[src/rtl/uart_tx_arbiter.sv]
// Shares the UART transmit FIFO write port between the keypad scanner and a host byte port.
// Key events become atomic 1- or 3-byte ASCII messages; host bytes never interleave into them.
module uart_tx_arbiter #(
  parameter bit KEY_ASCII = 1'b1,
  parameter bit KEY_EOL   = 1'b1,
  parameter bit FAIR      = 1'b1
) (
  input  logic       clk,
  input  logic       rst_n,
  input  logic       key_flag,
  input  logic [3:0] key_data,
  input  logic [7:0] host_data,
  input  logic       host_wrreq,
  output logic       host_full,
  output logic       key_drop,
  input  logic       fifo_wrfull,
  output logic [7:0] fifo_data,
  output logic       fifo_wrreq
);

  typedef enum logic [2:0] {S_IDLE, S_KEY, S_CR, S_LF, S_HOST} state_t;
  typedef enum logic {G_KEY, G_HOST} grant_t;

  state_t     state;
  grant_t     last_grant;
  logic       kv, hv;
  logic [3:0] key_hold;
  logic [7:0] host_hold;
  logic [7:0] key_char;
  logic       kv_clr, hv_clr;
  logic       grant_key;

  always_comb begin
    if (!KEY_ASCII)
      key_char = {4'h0, key_hold};
    else if (key_hold < 4'd10)
      key_char = 8'h30 + {4'h0, key_hold};
    else
      key_char = 8'h37 + {4'h0, key_hold};
  end

  always_comb begin
    fifo_wrreq = (state != S_IDLE) && !fifo_wrfull;
    host_full  = hv;
    kv_clr     = (state == S_KEY)  && fifo_wrreq;
    hv_clr     = (state == S_HOST) && fifo_wrreq;
    // Keypad wins unless the host is also waiting and round-robin says it is the host's turn.
    grant_key  = kv && (!hv || !FAIR || (last_grant == G_HOST));
  end

  always_comb begin
    fifo_data = '0;
    case (state)
      S_KEY:   fifo_data = key_char;
      S_CR:    fifo_data = 8'h0D;
      S_LF:    fifo_data = 8'h0A;
      S_HOST:  fifo_data = host_hold;
      default: fifo_data = '0;
    endcase
  end

  always_ff @(posedge clk or negedge rst_n) begin
    if (!rst_n) begin
      state      <= S_IDLE;
      last_grant <= G_HOST;
      kv         <= 1'b0;
      hv         <= 1'b0;
      key_drop   <= 1'b0;
      key_hold   <= '0;
      host_hold  <= '0;
    end else begin
      key_drop <= key_flag && kv && !kv_clr;

      // A key slot freed by this cycle's write may be refilled in the same cycle.
      if (key_flag && (!kv || kv_clr)) begin
        key_hold <= key_data;
        kv       <= 1'b1;
      end else if (kv_clr) begin
        kv <= 1'b0;
      end

      if (host_wrreq && !hv) begin
        host_hold <= host_data;
        hv        <= 1'b1;
      end else if (hv_clr) begin
        hv <= 1'b0;
      end

      case (state)
        S_IDLE: begin
          if (grant_key) begin
            state      <= S_KEY;
            last_grant <= G_KEY;
          end else if (hv) begin
            state      <= S_HOST;
            last_grant <= G_HOST;
          end
        end
        S_KEY:   if (fifo_wrreq) state <= KEY_EOL ? S_CR : S_IDLE;
        S_CR:    if (fifo_wrreq) state <= S_LF;
        S_LF:    if (fifo_wrreq) state <= S_IDLE;
        S_HOST:  if (fifo_wrreq) state <= S_IDLE;
        default: state <= S_IDLE;
      endcase
    end
  end

endmodule
[config.mk]
export PLATFORM = sky130hd
export DESIGN_NAME = uart_tx_arbiter
export DESIGN_NICKNAME = d
export VERILOG_FILES = /design/src/rtl/uart_tx_arbiter.sv
export SDC_FILE = /design/constraint.sdc
export NUM_CORES = 1
export LEC_CHECK = 0
export CORE_AREA = 2 2 50 52
export DETAILED_ROUTE_END_ITERATION = 12
export DIE_AREA = 0 0 52 54
export PLACE_DENSITY = 0.82
export SLEW_MARGIN = 10
export SYNTH_ARGS = -nofsm -noshare
export SYNTH_HDL_FRONTEND = slang
export SYNTH_SLANG_ARGS = --single-unit
[constraint.sdc]
create_clock -name clk -period 1.8 [get_ports clk]
set_clock_uncertainty 0.2 [all_clocks]
set_input_delay 0.18 -clock clk [delete_from_list [all_inputs] [get_ports clk]]
set_output_delay 0.18 -clock clk [all_outputs]
set_load 0.05 [all_outputs]
* Word-level counts from Yosys, hierarchy flattened
Cells that the tools add are included.
Storage, ports and cells: register bits after elaboration 19, bits of input ports 17
Cells by class: add/sub/neg operators 2, order comparisons 1, eq/ne operators 8, multiplexer cells 14, reduce and logical (&&, ||, !) cells 22
Operators by type and width (number):
- case mux 8 bit (4 select lines) | 1
- two-way mux 3 bit | 5
- adder 6 x 4 -> 7 bit (first input constant) | 2
- case mux 3 bit (4 select lines) | 1
- logical AND 1 bit | 8
- two-way mux 7 bit | 1
- equality test 3 x 2 -> 1 bit (second input constant) | 2
- two-way mux 1 bit | 6
- nonzero test 2 bit | 3
- logical NOT 1 bit | 4
- less-than comparator 4 bit (second input constant) | 1
- != test 2 bit (second input constant) | 2
- AND reduction 4 bit | 1
- equality test 3 x 1 -> 1 bit (second input constant) | 1
- equality test 3 bit (second input constant) | 1
- logical NOT 3 bit | 1
- != test 3 bit (second input constant) | 1
- nonzero test 3 bit | 1
- logical OR 1 bit | 2
- != test 2 x 1 -> 1 bit (second input constant) | 1
- AND reduction 2 bit | 1
- OR reduction 2 bit | 1

* Longest topological paths before layout
word-level depth 6, depth in mapped cells 5, gate-level depth less buffers 5

* Worst setup path after synthesis
Ideal clock, no wire load.
path kind register -> output, start point register key_hold[1], end point output fifo_data[2], data arrival time 1.936 ns, slack -0.516 ns, cell stages (with the launch flop) 6, path buffers 0, cells stage by stage dfrtp_1 inv_1 ha_1 and4b_1 a21oi_1 o21ai_0
Between the ends: longest elaborated chain between the ends 3, elaborated cells on any way between the ends 5, those cells by class add/sub: 2; order compare: 1; mux: 2
Ends and longest elaborated chain:
- start, declared | line 27 | logic [3:0] key_hold;
- start signal, assigned | line 76 | key_hold <= key_data;
- adder 6 x 4 -> 7 bit (tied with other cells) | line 39 | key_char = 8'h37 + {4'h0, key_hold};
- two-way mux 7 bit (*) | line 36 | else if (key_hold < 4'd10)
- case mux 8 bit (4 select lines) (*) | line 53 | case (state)
- end, declared | line 17 | output logic [7:0] fifo_data,
Mark *: on every way between the ends. The rest lies on a longest branch, timed or not.

* Worst setup path in the final report
start point register state[2], end point output fifo_data[2]
Between the ends: longest elaborated chain between the ends 2, elaborated cells on any way between the ends 5, those cells by class eq/ne: 4; mux: 1
Ends and longest elaborated chain:
- start, declared | line 24 | state_t state;
- start signal, assigned | line 99 | S_KEY: if (fifo_wrreq) state <= KEY_EOL ? S_CR : S_IDLE;
- equality test 3 bit (tied with other cells) | line 53
- case mux 8 bit (4 select lines) (*) | line 53
Marks and branches as above.

==> results by group <==
Finish
  – Area of the multi-input gates: 589 µm²
  – Antenna cells: 0
  – Ratio of cells with drive above 1 in the final layout: 55.3%
  – Post-layout util: 72.1%
  – Syn-to-layout area delta: 65.5%
  – Final Instance Count excl. Fillers: 171
  – Storage element area: 480 µm²
  – # nets final: 160
  – FILL cells: 155

Yosys
  – Cell area after synthesis: 1010 µm²
  – Synthesized Nets: 111
  – Sequential-to-total area share from yosys stat: 47.2%
  – Share of the synthesized area in the top cell type: 44.6%
  – EDFF count, synth: 0
  – Post-synthesis area per instance: 10.9 µm²
  – Number of warnings issued by yosys: 0
  – Top cells by count, synth: dfrtp_1 (18), mux2_2 (12), o21ai_0 (6)
  – Synth area leaders: dfrtp_1 (45%), mux2_2 (13%), nor2b_1 (3.1%), o21ai_0 (3.0%), dfstp_2 (2.6%)
  – Top cell type by total area after synthesis: dfrtp_1
  – Ys flop type: dfrtp_1
  – FF+latch count, synth: 19
  – Post-Syn Instances: 93
  – Most frequent cell after synthesis: dfrtp_1
  – Fraction of registers with async set/reset: 100%
  – Netlist cell types: 34

Clock tree
  – H-tree level count: 1
  – CTS tree: built
  – Clk sinks: 19
  – CTS buffer count: 3
  – Clk_lat worst skew: 300 ps
  – Clock-pin transition on the worst setup and hold timing paths: 100 ps
  – Clock root cell: clkbuf_4
  – CTS max path bufs: 2

Place
  – Placed cell count: 153
  – Port Buffers: 27
  – DP HPWL: 1.63 mm
  – Final GP Congestion: 0.861

Routing
  – Initial DRC count: 18
  – Routed len/inst: 15.4 µm
  – Vias per cell: 5.30
  – # DRC: 0
  – Total wire length: 2.63 mm
  – Post-DRT Antenna Nets: 0
  – Vias: 906
  – TritonRoute pass-1 iters: 4

GRT
  – First-pass GRT wire length: 4.00 mm
  – Largest net degree at the start of global routing: 20
  – Vias in the first global route: 869
  – All-Layer GR Usage: 19.9%
  – Initial antenna violation count: 0
  – Grt total ovfl: 0

STA
  – Final period util: 107%
  – Slew HR: 81.8%
  – RSZ-0062 raised after global routing: yes
  – Hold WS: 8.22 ps
  – Fmax achieved: 518 MHz
  – Max-slew violations: 0
  – Period minus WS final: 1930 ps
  – Final setup fails: 7
  – Worst-margin pin slew: 271 ps
  – Setup tns final: -720 ps
  – Final hold violations: 0
  – Setup ws final: -129 ps

Worst setup path
  – CP Class: register to output port
  – Crit-path slowest cell: dfrtp_2
  – CP endpoint kind: output port
  – CP top delay family: flip-flops
  – Worst reg2reg path depth: 4
  – CP bufs+invs: 1
  – Worst-path cell chain: and2b_2 > a31oi_2 > o21ai_2 > buf_12
  – CP Max Fanout: 5
  – Crit path launch type: register
  – R2R Setup Slk: 60 ps
  – RR Endpoint: key_hold[3]
  – Reg2Reg Launch Point: state[1]
  – Worst stage delay on the critical path: 450 ps
  – Critical path data required time: 1420 ps
  – Arr. time, crit path: 1550 ps

Floorplanning
  – Core Box Area: 2320 µm²
  – Die H: 54 µm
  – Die area: 2810 µm²
  – Starting Density: 43.6%
  – Die Wd: 52 µm
  – Num rows: 18
  – IO Count: 28

Hold path
  – Hold WC Path Type: input port to async pin

Status
  – Status: complete, but fails checks
  – Failing checks: setup timing

Power
  – Net Sw Power: 1.68 mW
  – Sw frac: 44.4%
  – PD cells: 2260 nW/µm²
  – Pint: 2.10 mW
  – Reg power frac: 22.7%
  – Combinational group share of total power: 71.7%
  – Max IR drop VDD: 1.20 mV
  – Leakage Power: 0.702 nW
  – Clock power frac: 5.6%

Flow run
  – Max-cap check violation count: 0
[worst max path at each step]
| stage | startpoint | cells past startpoint | slack (ps) | to |
|---|---|---|---|---|
| 4_1_cts | key_hold[1] | 6 | -150 | fifo_data[3] |
| 5_1_grt | key_hold[1] | 6 | -210 | fifo_data[1] |
| 3_3_place_gp | key_hold[1] | 6 | 90 | fifo_data[1] |
| 6_report | state[2] | 4 | -130 | fifo_data[2] |
| 2_1_floorplan | key_hold[1] | 5 | -140 | fifo_data[2] |
| 3_5_place_dp | key_hold[1] | 6 | 60 | fifo_data[1] |
[flip-flops by register name, indices dropped and copies added, names as in the netlist]
| register | flops |
|---|---|
| host_full | 1 |
| host_hold | 8 |
| key_drop | 1 |
| key_hold | 4 |
| kv | 1 |
| last_grant | 1 |
| state | 3 |
[metrics by stage]
step / worst slack, ps / area (µm²) / power (mW)
floorplan: -136 / 1030 / 2.12
global placement: 87.5 / 1450 / 2.98
finish: -129 / 1670 / 3.78
detailed placement: 60.0 / 1450 / 3.03
global route: -208 / 1670 / 3.98
CTS: -149 / 1560 / 3.45
[layout make-up]
| cell class | instances | area share, % |
|---|---|---|
| clock buffer | 4 | 1.57 |
| inverter | 4 | 0.898 |
| multi-input combinational | 65 | 35.2 |
| sequential | 19 | 28.7 |
| tap | 30 | 2.24 |
| timing repair buffer | 49 | 31.3 |
[routing by layer]
metal	up-vias	wire (µm)	GRT usage, %
met5	-	0	0
met4	0	75	11.8
met3	6	97	2.50
met2	29	1370	34.4
met1	440	1090	23.7
li1	431	-	-
[cell families (layout without fill, tap and decap cells)]
family	after synthesis	in the layout	share of synthesized area, %
AO/OA/AOI/OAI	23	23	14.6
XOR/XNOR	2	2	1.73
adder cells (fa/ha/maj)	1	1	1.24
buffers and inverters	9	57	4.58
flip-flops	19	19	47.2
multiplexers	13	13	14.4
AND/OR/NAND/NOR	26	26	16.3
[repair_timing]
item,CTS,global route
pin swaps,6,9
resized for setup,18,11
gates cloned,0,0
hold endpoints to repair,0,0
setup buffers,4,10
setup endpoints to repair,9,9
hold buffers,0,0
[power groups by stage]
stage / clock [mW] / combinational, mW / sequential (mW)
final: 0.211 / 2.71 / 0.858
after global routing: 0.243 / 2.85 / 0.890
after CTS: 0.221 / 2.37 / 0.857
after detailed placement: 0 / 2.17 / 0.863
after global placement: 0 / 2.14 / 0.844
after floorplan: 0 / 1.32 / 0.805
[cells in the final DEF (no fill, tap or decap), types with 2 or more instances in the layout]
master,count
clkdlybuf4s50_1,16
a21oi_2,2
nand3_1,2
dfrtp_2,3
a31oi_2,2
buf_4,23
o21ai_2,6
nor3_1,2
buf_12,9
inv_2,3
clkbuf_4,3
mux2_2,12
nor2_2,2
nor2b_2,2
a21oi_1,2
a31oi_1,2
nand2_1,3
nor2b_1,3
dfrtp_1,15
xnor2_1,2
Note: power is estimated with default switching activity, not from simulation.
